[config.mk]
export PLATFORM = sky130hd
export DESIGN_NAME = dmem_arbiter
export DESIGN_NICKNAME = d
export VERILOG_FILES = /design/src/rtl/dmem_arbiter.sv
export SDC_FILE = /design/constraint.sdc
export NUM_CORES = 1
export LEC_CHECK = 0
export ABC_CLOCK_PERIOD_IN_PS = 3800
export CAP_MARGIN = 20
export CELL_PAD_IN_SITES_DETAIL_PLACEMENT = 1
export CELL_PAD_IN_SITES_GLOBAL_PLACEMENT = 1
export CORE_AREA = 4 4 142 144
export DETAILED_ROUTE_END_ITERATION = 8
export DIE_AREA = 0 0 146 148
export GPL_ROUTABILITY_DRIVEN = 0
export GPL_TIMING_DRIVEN = 1
export PLACE_DENSITY = 0.88
export SYNTH_ARGS = -nofsm -noshare
export SYNTH_HDL_FRONTEND = slang
export SYNTH_SLANG_ARGS = --single-unit
[constraint.sdc]
create_clock -name clk -period 3.8 [get_ports clk]
set_input_delay 0.76 -clock clk [delete_from_list [all_inputs] [get_ports clk]]
set_output_delay 0.76 -clock clk [all_outputs]
set_load 0.01 [all_outputs]
[src/rtl/dmem_arbiter.sv]
// dmem_arbiter: two-port arbiter and access formatter in front of the data memory.
// Port 0 is the core load/store unit and port 1 is the DMA/loader. Grants are
// combinational. Responses are registered and arrive one cycle after the grant.
// Ports:
//   clk, rst                     clock and synchronous active-high reset
//   req_i/we_i/size_i/uns_i      per-port request and its attributes
//   addr_i/wdata_i               per-port byte address and right-justified store data
//   gnt_o                        per-port combinational grant
//   rvalid_o/err_o/rdata_o       per-port response (valid, error, formatted load data)
//   mem_read_o/mem_write_o       memory strobes (combinational, follow the grant)
//   mem_byte_en_o/mem_addr_o     lane enables and word-aligned address
//   mem_wdata_o/mem_rdata_i      lane-replicated store data and combinational read data
module dmem_arbiter #(
  parameter int unsigned MEM_DEPTH = 1024,
  parameter int unsigned MAX_WAIT  = 4
) (
  input  logic             clk,
  input  logic             rst,
  input  logic [1:0]       req_i,
  input  logic [1:0]       we_i,
  input  logic [1:0][1:0]  size_i,
  input  logic [1:0]       uns_i,
  input  logic [1:0][31:0] addr_i,
  input  logic [1:0][31:0] wdata_i,
  output logic [1:0]       gnt_o,
  output logic [1:0]       rvalid_o,
  output logic [1:0][31:0] rdata_o,
  output logic [1:0]       err_o,
  output logic             mem_read_o,
  output logic             mem_write_o,
  output logic [3:0]       mem_byte_en_o,
  output logic [31:0]      mem_addr_o,
  output logic [31:0]      mem_wdata_o,
  input  logic [31:0]      mem_rdata_i
);

  localparam int unsigned NP  = 2;
  localparam int unsigned DW  = 32;
  localparam int unsigned WCW = (MAX_WAIT < 1) ? 1 : $clog2(MAX_WAIT + 1);
  localparam logic [WCW-1:0] WAIT_SAT = WCW'(MAX_WAIT);
  localparam logic [DW-1:0]  MAX_ADDR = DW'(MEM_DEPTH * 4 - 1);

  // state
  logic                     last_winner_q, last_winner_d;
  logic [NP-1:0][WCW-1:0]   wait_cnt_q, wait_cnt_d;
  logic                     resp_valid_q, resp_valid_d;
  logic                     resp_port_q, resp_port_d;
  logic                     resp_err_q, resp_err_d;
  logic [DW-1:0]            resp_data_q, resp_data_d;

  // arbitration and access decode
  logic [NP-1:0]            gnt_c;
  logic                     any_gnt;
  logic                     sel;
  logic                     s_we, s_uns;
  logic [1:0]               s_size;
  logic [DW-1:0]            s_addr, s_wdata;
  logic                     acc_err, acc_ok;
  logic [3:0]               be_c;
  logic [DW-1:0]            wrep_c, shifted_c, load_c;

  // Arbitration: starvation override first, then round-robin on contention.
  always_comb begin
    any_gnt = 1'b0;
    sel     = 1'b0;
    if (!rst && (req_i != '0)) begin
      any_gnt = 1'b1;
      if (req_i[0] && (wait_cnt_q[0] == WAIT_SAT)) begin
        sel = 1'b0;
      end else if (req_i[1] && (wait_cnt_q[1] == WAIT_SAT)) begin
        sel = 1'b1;
      end else if (req_i == 2'b11) begin
        sel = ~last_winner_q;
      end else begin
        sel = req_i[1];
      end
    end
    gnt_c = '0;
    if (any_gnt) gnt_c[sel] = 1'b1;
  end

  assign gnt_o = gnt_c;

  // Selected request attributes.
  always_comb begin
    s_we    = we_i[sel];
    s_uns   = uns_i[sel];
    s_size  = size_i[sel];
    s_addr  = addr_i[sel];
    s_wdata = wdata_i[sel];
  end

  // Alignment, size legality and range checks on the granted request.
  always_comb begin
    acc_err = 1'b0;
    if (s_size == 2'b11)                             acc_err = 1'b1;
    if ((s_size == 2'b01) && s_addr[0])              acc_err = 1'b1;
    if ((s_size == 2'b10) && (s_addr[1:0] != 2'b00)) acc_err = 1'b1;
    if (s_addr > MAX_ADDR)                           acc_err = 1'b1;
    acc_err = acc_err && any_gnt;
    acc_ok  = any_gnt && !acc_err;
  end

  // Lane enables, store-data replication and load alignment/extension.
  always_comb begin
    be_c      = 4'b1111;
    wrep_c    = s_wdata;
    shifted_c = mem_rdata_i >> {s_addr[1:0], 3'b000};
    load_c    = shifted_c;
    case (s_size)
      2'b00: begin
        be_c   = 4'b0001 << s_addr[1:0];
        wrep_c = {4{s_wdata[7:0]}};
        load_c = s_uns ? {24'd0, shifted_c[7:0]} : {{24{shifted_c[7]}}, shifted_c[7:0]};
      end
      2'b01: begin
        be_c   = 4'b0011 << s_addr[1:0];
        wrep_c = {2{s_wdata[15:0]}};
        load_c = s_uns ? {16'd0, shifted_c[15:0]} : {{16{shifted_c[15]}}, shifted_c[15:0]};
      end
      default: ;
    endcase
  end

  // Memory port: everything zero when idle or when the granted access errors.
  always_comb begin
    mem_read_o    = acc_ok && !s_we;
    mem_write_o   = acc_ok && s_we;
    mem_byte_en_o = acc_ok ? be_c : 4'b0000;
    mem_addr_o    = acc_ok ? {s_addr[DW-1:2], 2'b00} : '0;
    mem_wdata_o   = (acc_ok && s_we) ? wrep_c : '0;
  end

  // Next-state for arbitration history and the response stage.
  always_comb begin
    last_winner_d = any_gnt ? sel : last_winner_q;
    for (int p = 0; p < NP; p++) begin
      wait_cnt_d[p] = '0;
      if (req_i[p] && !gnt_c[p]) begin
        wait_cnt_d[p] = (wait_cnt_q[p] == WAIT_SAT) ? WAIT_SAT : wait_cnt_q[p] + WCW'(1);
      end
    end
    resp_valid_d = any_gnt;
    resp_port_d  = sel;
    resp_err_d   = acc_err;
    resp_data_d  = (acc_ok && !s_we) ? load_c : '0;
  end

  always_ff @(posedge clk) begin
    if (rst) begin
      last_winner_q <= 1'b1;
      wait_cnt_q    <= '0;
      resp_valid_q  <= 1'b0;
      resp_port_q   <= 1'b0;
      resp_err_q    <= 1'b0;
      resp_data_q   <= '0;
    end else begin
      last_winner_q <= last_winner_d;
      wait_cnt_q    <= wait_cnt_d;
      resp_valid_q  <= resp_valid_d;
      resp_port_q   <= resp_port_d;
      resp_err_q    <= resp_err_d;
      resp_data_q   <= resp_data_d;
    end
  end

  // Per-port response steering; reset masks a response already in flight.
  always_comb begin
    logic rv;
    for (int p = 0; p < NP; p++) begin
      rv          = !rst && resp_valid_q && (resp_port_q == 1'(p));
      rvalid_o[p] = rv;
      err_o[p]    = rv && resp_err_q;
      rdata_o[p]  = rv ? resp_data_q : '0;
    end
  end

endmodule

==> flow_metrics.env, run 1 <==
export IMPL_die_x_um=146
export IMPL_io_buffer_count=289
export IMPL_cts_tree="built"
export IMPL_core_mm2=0.01871
export IMPL_wl_per_cell_um=20.25
export IMPL_setup_viol_count_final=0
export IMPL_synth_cells=551
export IMPL_cts_root_buf="clkbuf_16"
export IMPL_drive_gt1_frac=0.2082
export IMPL_io_pins=312
export IMPL_hpwl_mm=17.56
export IMPL_synth_edf_count=0
export IMPL_irDropWorstVdd_v=0.0002005
export IMPL_wirelength_mm=22.44
export IMPL_yosys_top_cells_area="dfxtp_1 20%, and2_1 10%, mux2i_1 6.3%"
export IMPL_dr_total_vias=5499
export IMPL_arrival_ps=2980
export IMPL_insertion_delay_ps=280
export IMPL_cp_start_kind="input pin"
export IMPL_hold_viol_final=0
export IMPL_path_max_fanout=8
export IMPL_grt_pass1_wl_mm=33.62
export IMPL_min_delay_path_depth=1
export IMPL_end_kind="output pin"
export IMPL_synthArstFlopShare=0
export IMPL_synth_top_area_frac=0.1972
export IMPL_diodes=0
export IMPL_route_detailed_drc=0
export IMPL_cpPeakStageDelay_ps=460
export IMPL_power_leakage_uw=0.003509
export IMPL_antenna_found_initial=1
export IMPL_p_total_uw=1460
export IMPL_postCtsHoldBufs=0
export IMPL_syn_avg_cell_area_um2=7.737
export IMPL_overflow=0
export IMPL_clk_pin_slew_ps=60
export IMPL_grt_usage=0.1938
export IMPL_layout_nets=1049
export IMPL_syn_area_mm2=0.004263
export IMPL_synth_cell_types=56
export IMPL_start_util=0.2279
export IMPL_r2r_cells=10
export IMPL_die_area_mm2=0.02161
export IMPL_drv_slew=0
export IMPL_dr_pass1_iters=4
export IMPL_relSlewSlack=0.6133
export IMPL_powerDensity_mw_per_mm2=180.9
export IMPL_path_cells="clkdlybuf4s50_1, nor4_4, nand4_1, or3_4, a21oi_4, buf_6, buf_6, buf_4, o221a_4, buf_6"
export IMPL_num_fill_cells=2212
export IMPL_drtAntennaViolNets=0
export IMPL_grt_max_degree=35
export IMPL_dp_cells=1083
export IMPL_ys_warn_count=0
export IMPL_ys_seq_elements=42
export IMPL_worst_hold_slack_ps=451.6
export IMPL_critical_path_class="in2out"
export IMPL_worst_slew_pin_slew_ps=564.0
export IMPL_drt_iter0_drc=211
export IMPL_cts_sinks=42
export IMPL_crit_top_cell="buf_6"
export IMPL_yosys_area_top_type="dfxtp_1"
export IMPL_die_h_um=148
export IMPL_fin_crit_sh=0.9834
export IMPL_hp_class="reg2reg"
export IMPL_ys_flop_type="dfxtp_1"
export IMPL_cts_max_level=2
export IMPL_cts_buffer_depth=2
export IMPL_viasPerCell=4.963
export IMPL_cp_slowest_cell="clkdlybuf4s50_1"
export IMPL_final_cells=1108
export IMPL_max_freq_mhz=267.6
export IMPL_finClkSkew_ps=7.113
export IMPL_grt_pass1_vias=5890
export IMPL_critical_path_required_ps=3040
export IMPL_cap_violations=0
export IMPL_cts_buffers=5
export IMPL_status="completed"
export IMPL_area_growth_pct=89.37
export IMPL_min_period_ps=3737
export IMPL_fp_row_count=50
export IMPL_yosysSeqAreaShare=0.1972
path summary, 6_finish.rpt:
check / startpoint / endpoint / slack (ps)
setup / recovery: addr_i[46] / mem_addr_o[9] / 60
setup reg to reg: wait_cnt_q[0] / resp_data_q[5] / 1030
hold / removal: wait_cnt_q[0] / wait_cnt_q[0] / 450
hold reg to reg: wait_cnt_q[0] / wait_cnt_q[0] / 450
logic make-up (layout without fill, tap and decap cells):
kind of cell | Yosys count | count (layout) | share of synthesized area
multiplexers | 40 | 40 | 0.1277
AO/OA/AOI/OAI | 152 | 152 | 0.2630
AND/OR/NAND/NOR | 237 | 237 | 0.3012
other | 1 | 22 | 0.0008797
flip-flops | 42 | 42 | 0.1972
buffers and inverters | 75 | 377 | 0.09833
adder cells (fa/ha/maj) | 4 | 4 | 0.01174
synthesized netlist by cell type, types with 4 or more instances:
cell       n
a211oi_1   9
a211oi_2   8
a21o_1    16
a21oi_1   34
a311oi_2   5
a31oi_1   16
and2_1    70
and3_1    19
buf_1      4
buf_2     16
buf_4     24
clkbuf_1  19
dfxtp_1   42
ha_1       4
inv_1      8
mux2i_1   27
mux4_2     8
nand2_1   72
nand3_1   11
nor2_1     9
nor2b_1   18
nor3_1     8
nor4_1    11
o211ai_1   9
o21ai_0   27
o221a_2   10
where the power goes:
part | leakage [uW] | total, uW | switching, uW | internal [uW]
logic | 0.00310 | 577 | 262 | 315
registers | 0.000340 | 446 | 2.43 | 444
clock network | 0.0000704 | 437 | 189 | 247
total | 0.00351 | 1460 | 454 | 1010
area by class of cell:
| class | count | area, um^2 | share of cell area |
|---|---|---|---|
| flip-flops and latches | 42 | 840.8 | 0.1042 |
| repair buffers | 360 | 3522 | 0.4363 |
| inverters | 9 | 41.29 | 0.005115 |
| well taps | 234 | 292.8 | 0.03627 |
| multi-input cells | 455 | 3226 | 0.3996 |
| clock inverters | 3 | 25.02 | 0.003100 |
| clock buffers | 5 | 125.1 | 0.01550 |
registers in the layout, summed over array words and instances (netlist names):
signal	flops
wait_cnt_q	6
resp_data_q	32
resp_valid_q	1
resp_err_q	1
resp_port_q	1
last_winner_q	1
layout by cell type (no fill, tap or decap), drive strengths merged, types with 2 or more instances in the layout:
| master | n |
|---|---|
| a211oi | 17 |
| a21boi | 3 |
| a21o | 16 |
| a21oi | 37 |
| a311oi | 8 |
| a31oi | 16 |
| and2 | 70 |
| and3 | 19 |
| and3b | 2 |
| buf | 98 |
| clkbuf | 6 |
| clkdlybuf4s15 | 10 |
| clkdlybuf4s50 | 217 |
| conb | 22 |
| dfxtp | 42 |
| dlygate4sd2 | 11 |
| dlymetal6s2s | 23 |
| ha | 4 |
| inv | 10 |
| mux2 | 2 |
| mux2i | 30 |
| mux4 | 8 |
| nand2 | 73 |
| nand2b | 2 |
| nand3 | 11 |
| nand3b | 3 |
| nand4 | 2 |
| nor2 | 10 |
| nor2b | 18 |
| nor3 | 8 |
| nor4 | 11 |
| nor4b | 3 |
| o211a | 2 |
| o211ai | 9 |
| o21ai | 27 |
| o221a | 10 |
| o31ai | 2 |
| or3 | 2 |
critical path: cells and delay by family:
family	cells	cell delay, ps
buf+inv	5	950
simple gates	3	870
compound gates	2	400
through the flow:
stage	utilization	setup TNS [ps]	area (um^2)	worst slack [ps]
after detailed placement	0.4088	-17500	7646	-431.8
after global routing	0.4316	-64.80	8073	-25.69
after floorplan	-	0	4342	561.6
after global placement	0.4088	-14350	7646	-396.4
after CTS	0.4221	-79.15	7895	-23.79
final	0.4316	0	8073	62.93
routing by layer:
layer	track usage	routed length (um)
met5	0	0
met3	0.03372	1193
met2	0.3585	11530
met4	0.04798	491
met1	0.2330	9220
what timing repair did:
| item | in CTS | in global routing |
|---|---|---|
| setup buffers | 11 | 4 |
| resized for setup | 160 | 48 |
| pin swaps | 2 | 17 |
| gates cloned | 2 | 1 |
| hold endpoints to repair | 0 | 0 |
| endpoints found under the setup margin | 48 | 48 |
Note: power is estimated with default switching activity, not from simulation.
==> run 2: changes to the inputs <==
--- a/config.mk
+++ b/config.mk
@@ -6,7 +6,6 @@
 export NUM_CORES = 1
 export LEC_CHECK = 0
 export ABC_CLOCK_PERIOD_IN_PS = 3800
-export CAP_MARGIN = 20
 export CELL_PAD_IN_SITES_DETAIL_PLACEMENT = 1
 export CELL_PAD_IN_SITES_GLOBAL_PLACEMENT = 1
 export CORE_AREA = 4 4 142 144
==> results of run 2 <==
No change in the layout: final DEF, timing and power equal those of run 1.
==> run 3: changes to the inputs <==
--- a/config.mk
+++ b/config.mk
@@ -8,9 +8,9 @@
 export ABC_CLOCK_PERIOD_IN_PS = 3800
 export CELL_PAD_IN_SITES_DETAIL_PLACEMENT = 1
 export CELL_PAD_IN_SITES_GLOBAL_PLACEMENT = 1
-export CORE_AREA = 4 4 142 144
+export CORE_AREA = 4 4 149 137
 export DETAILED_ROUTE_END_ITERATION = 8
-export DIE_AREA = 0 0 146 148
+export DIE_AREA = 0 0 153 141
 export GPL_ROUTABILITY_DRIVEN = 0
 export GPL_TIMING_DRIVEN = 1
 export PLACE_DENSITY = 0.88
==> flow_metrics.env, run 3 (synthesis gave the netlist of run 1 again) <==
export IMPL_cts_tree="built"
export IMPL_postCtsHoldBufs=0
export IMPL_grt_usage=0.2049
export IMPL_viasPerCell=4.857
export IMPL_grt_pass1_vias=5759
export IMPL_drtAntennaViolNets=0
export IMPL_dr_total_vias=5464
export IMPL_power_leakage_uw=0.003233
export IMPL_path_max_fanout=33
export IMPL_insertion_delay_ps=290
export IMPL_start_util=0.2260
export IMPL_grt_max_degree=35
export IMPL_drive_gt1_frac=0.2016
export IMPL_grt_pass1_wl_mm=34.53
export IMPL_worst_slew_pin_slew_ps=555.1
export IMPL_die_area_mm2=0.02157
export IMPL_die_h_um=141
export IMPL_pre_cts_slack_ps=-472.8
export IMPL_core_mm2=0.01886
export IMPL_fin_setup_tns_ps=0
export IMPL_num_fill_cells=2264
export IMPL_clk_pin_slew_ps=70
export IMPL_multi_input_area_mm2=0.003161
export IMPL_io_buffer_count=289
export IMPL_overflow=0
export IMPL_worstHoldStart="wait_cnt_q[3]"
export IMPL_route_detailed_drc=0
export IMPL_design_area_mm2=0.007831
export IMPL_reg_top3="resp_data_q: 32 flops, wait_cnt_q: 6 flops"
export IMPL_finClkSkew_ps=7.286
export IMPL_setup_slack_ps=70.16
export IMPL_wl_per_cell_um=20.78
export IMPL_drv_slew=0
export IMPL_cts_root_buf="clkbuf_16"
export IMPL_hold_viol_final=0
export IMPL_cap_violations=0
export IMPL_cts_buffer_depth=2
export IMPL_relSlewSlack=0.6193
export IMPL_cp_start_kind="input pin"
export IMPL_largest_reg_flops=32
export IMPL_dr_pass1_iters=5
export IMPL_irDropWorstVdd_v=0.0001467
export IMPL_end_kind="output pin"
export IMPL_place_area_mm2=0.007634
export IMPL_status="completed"
export IMPL_fin_crit_sh=0.9815
export IMPL_final_common_cell="clkdlybuf4s50_1"
export IMPL_area_growth_pct=83.71
export IMPL_hpwl_mm=19.13
export IMPL_min_period_ps=3730
export IMPL_p_total_uw=1459
export IMPL_io_pins=312
export IMPL_setup_viol_count_final=0
export IMPL_antenna_found_initial=4
export IMPL_layout_nets=1048
export IMPL_grt_setup_unrepaired="yes"
export IMPL_cts_buffers=5
export IMPL_fp_row_count=48
export IMPL_powerDensity_mw_per_mm2=186.4
export IMPL_crit_path_start="addr_i[46]"
export IMPL_final_cell_mix="238 x clkdlybuf4s50_1, 71 x nand2_1, 69 x and2_1"
export IMPL_arrival_ps=2970
export IMPL_cts_sinks=42
export IMPL_timing_rr_start="wait_cnt_q[0]"
export IMPL_critical_path_class="in2out"
export IMPL_die_x_um=153
export IMPL_hp_class="reg2reg"
export IMPL_critical_path_required_ps=3040
export IMPL_cts_max_level=2
export IMPL_max_flop_register="resp_data_q"
export IMPL_wirelength_mm=23.38
export IMPL_drt_iter0_drc=271
export IMPL_worst_hold_slack_ps=466.9
export IMPL_max_freq_mhz=268.1
export IMPL_seq_area_um2=840.8
[run 3: worst paths after layout]
path                endpoint  slack (ps)  depth (start not counted)
max reg2reg  resp_data_q[16]         810                         13
min            wait_cnt_q[3]         470                          1
max          mem_wdata_o[28]          70                          9
min reg2reg    wait_cnt_q[3]         470                          1
[run 3: per-layer routing]
| metal | global-route usage | share of wire |
|---|---|---|
| met1 | 0.2622 | 0.43 |
| met2 | 0.3593 | 0.50 |
| met3 | 0.02640 | 0.043 |
| met4 | 0.06517 | 0.029 |
| met5 | 0 | 0.00086 |
[run 3: through the flow]
step                      std cells    util
after floorplan                 572       -
after global placement         1098  0.4048
after detailed placement       1098  0.4048
after CTS                      1121  0.4216
after global routing           1125  0.4153
final                          1125  0.4153
[run 3: power by group]
part           internal, uW  switching, uW  total [uW]
registers               444           2.74         447
logic                   318            266         584
clock network           244            184         428
[run 3: critical path, stage by stage]
cell and delay [ps]:
clkdlybuf4s50_1 480, nor4_2 280, nand4_1 180, or3_4 430, a21oi_4 180, nand2b_2 90, buf_12 180, a21oi_1 140
clkdlybuf4s15_2 240
[run 3: area by class of cell]
type	count	share of cell area
repair buffers	359	0.4250
multi-input cells	455	0.4036
flip-flops and latches	42	0.1074
well taps	250	0.03994
clock buffers	6	0.01646
inverters	9	0.005272
clock inverters	2	0.001757
diodes	2	0.0006391
[run 3: repair_timing]
item,in CTS,in global routing
hold endpoints to repair,0,0
pin swaps,5,4
setup buffers,14,2
cloned,1,0
resized for setup,115,53
endpoints found under the setup margin,48,38
==> edit (flow settings as in run 1) <==
Reset style: asynchronous (`rst`), changed in one clocked block. Comments in the files are not updated.
--- a/src/rtl/dmem_arbiter.sv
+++ b/src/rtl/dmem_arbiter.sv
@@ -146,7 +146,7 @@
     resp_data_d  = (acc_ok && !s_we) ? load_c : '0;
   end
 
-  always_ff @(posedge clk) begin
+  always_ff @(posedge clk or posedge rst) begin
     if (rst) begin
       last_winner_q <= 1'b1;
       wait_cnt_q    <= '0;
Function: no difference found for any inputs over 10 cycles, from zero or initial values and one cycle with rst high; that may be too few to reach the edited logic, so the function may still have changed.
==> edit against run 1 <==
First-iteration DRC count fell by 7.1%. Non-clock buffer count grew 10. Core utilization decreased by 1.2 points. Synthesized area fell by 6.3%. Sequential cell count unchanged. Hold slack improved by 0.014 ns. Setup slack improved by 0.024 ns. Clock power up 13%. Die area unchanged. Global-route usage decreased by 0.87 points. Wire length down 4.2%. Cell area shrank 2.8%. Power grew 6.0%. Synthesized cell count decreased by 13%. Critical endpoint is now mem_wdata_o[22]. Largest power group unchanged.
==> edit: results (changes against run 1) <==
- Max VDD drop: 134 µV (-33%)
- Slowest stage cell, crit path: clkdlybuf4s50_1
- Ant diodes: 0 (unchanged)
- Drt via density: 4.65 (-6.3%)
- First-pass GRT wire length: 31.5 mm (-6.2%)
- Clock Latency Late Sink: 0.29 ns
- Vias in the first global route: 5538 (-6.0%)
- Clock skew: 0.00520 ns (-0.00192 ns)
- Number of routed nets with antenna violations: 0 (unchanged)
- Max Buffers Root-to-Sink: 2 (unchanged)
- Detailed Routing Iterations Pass 1: 4 (unchanged)
- Synth warnings: 0 (unchanged)
- Clk slew on worst S/H paths: 0.06 ns (about the same)
- Sw frac: 29.6% (-1.5 points)
- Highest cell delay on the worst timing path: 0.42 ns (-0.04 ns)
- P_leak: 3.58 nW (+2.0%)
- CP arrival: 2.95 ns (-0.03 ns)
- Status: completed
- Yosys reg bits: 42 (unchanged)
- Dpl cell area: 0.00749 mm² (-2.1%)
- Top cells by count, synth: 67 x and2_1, 50 x nor2_1, 47 x nand2_1
- Asr flop ratio synth: 100% (+100 points)
- Largest registers: resp_data_q (32), wait_cnt_q (6)
- Routed wire length: 21.5 mm (-4.2%)
- DR iter-0 viols: 196 (-7.1%)
- Layout cell share with drive strength beyond 1: 21.9% (+1.0 points)
- Worst Hold Class: flip-flop to flip-flop
- Period utilization: 97.7% (-0.63 points)
- Final nets: 998 (-4.9%)
- Gr usage total: 18.5% (-0.87 points)
- Final global-route overflow total: 0 (unchanged)
- Post-DP HPWL: 17.5 mm (-0.26%)
- Initial antenna violation count: 0 (-1)
- Sequential area share after synthesis: 26.3% (+6.6 points)
- Worst-margin pin slew: 0.689 ns (+0.125 ns)
- Dpl ws: -0.645 ns (-0.213 ns)
- H-tree depth: 2 (unchanged)
- Ranking of synthesized cells by area: dfrtp_1 26%, and2_1 10%, a311oi_2 6.4%, mux2i_1 6.0%, a211oi_1 5.8%
- Netlist cell types: 50 (-11%)
- IO Port Bufs: 289 (unchanged)
- Main synth FF type: dfrtp_1
- Total CTS buffers: 5 (unchanged)
- Largest net degree at the start of global routing: 43 (+23%)
- Delay-heaviest family, CP: simple AND/OR/NAND/NOR gates
- Crit Path Max Fanout: 8 (unchanged)
- Clock root cell: clkbuf_16
- R2R Setup Slk: 0.62 ns (-0.41 ns)
==> edit: cell count changes after synthesis, moves of 10 or more <==
cell | run 1 | this run
dfxtp_1 | 42 | 0
dfrtp_1 | 0 | 41
nor2_1 | 9 | 50
nand2_1 | 72 | 47
o21ai_0 | 27 | 4
a211oi_1 | 9 | 31
a21oi_1 | 34 | 13
and3_1 | 19 | 2
a31oi_1 | 16 | 0
mux2_2 | 1 | 17
a311oi_2 | 5 | 17
o221a_2 | 10 | 0
o22ai_1 | 0 | 10
==> edit: logic make-up after synthesis <==
kind of cell / count (synthesis) / share of synthesized area, %
AO/OA/AOI/OAI: 107 / 22.3
AND/OR/NAND/NOR: 214 / 27.8
other: 1 / 0.0939
flip-flops: 42 / 26.3
multiplexers: 45 / 12.7
buffers and inverters: 67 / 9.52
adder cells (fa/ha/maj): 4 / 1.25
==> edit: layer usage <==
layer  track usage, %  up-vias  part of all wire, %
met5                0        -                    0
met4             5.79        0                  2.8
met1             18.9     2349                   36
met2             36.9      209                   55
met3             4.38       29                  6.8
li1                 -     2329                    -
==> edit: final timing paths <==
check,start,endpoint,depth (start not counted)
worst min register to register,wait_cnt_q[0],wait_cnt_q[0],1
min in group asynchronous,rst,wait_cnt_q[1],4
worst min-delay path,wait_cnt_q[0],wait_cnt_q[0],1
worst max-delay path,addr_i[18],mem_wdata_o[22],10
max in group asynchronous,rst,resp_data_q[9],4
worst max register to register,wait_cnt_q[3],resp_data_q[17],14
==> edit: metrics by stage <==
step	setup TNS, ns	std cells	power [W]	utilization (%)	hold WS [ns]
2_1_floorplan	0	501	0.000710	-	0.433
3_3_place_gp	-15.95	1034	0.00102	40.0	0.446
3_5_place_dp	-20.64	1034	0.00103	40.0	0.462
4_1_cts	-0.0197	1051	0.00156	41.4	0.470
5_1_grt	-3.92	1057	0.00163	42.0	0.488
6_report	0	1057	0.00155	42.0	0.466
==> edit: repair_timing <==
item | 4_1_cts | 5_1_grt
pin swaps | 7 | 18
gates cloned | 2 | 1
hold buffers | 0 | 0
setup endpoints to repair | 48 | 46
setup buffers | 7 | 5
resized for setup | 106 | 47
==> edit: cell type report <==
type	instances	area, µm²
Clock inverter	3	45.0
Timing Repair Buffer	370	3550
Multi-Input combinational cell	392	2740
Sequential cell	42	1050
Clock buffer	5	125
Inverter	11	45.0
Fill cell	2183	10900
Tap cell	234	293
==> edit: power by group through the flow <==
stage | Combinational, W | Clock [W] | Sequential [W]
2_1_floorplan | 0.000242 | 0 | 0.000468
3_3_place_gp | 0.000555 | 0 | 0.000469
3_5_place_dp | 0.000565 | 0 | 0.000470
4_1_cts | 0.000581 | 0.000513 | 0.000462
5_1_grt | 0.000634 | 0.000534 | 0.000463
6_report | 0.000591 | 0.000494 | 0.000463
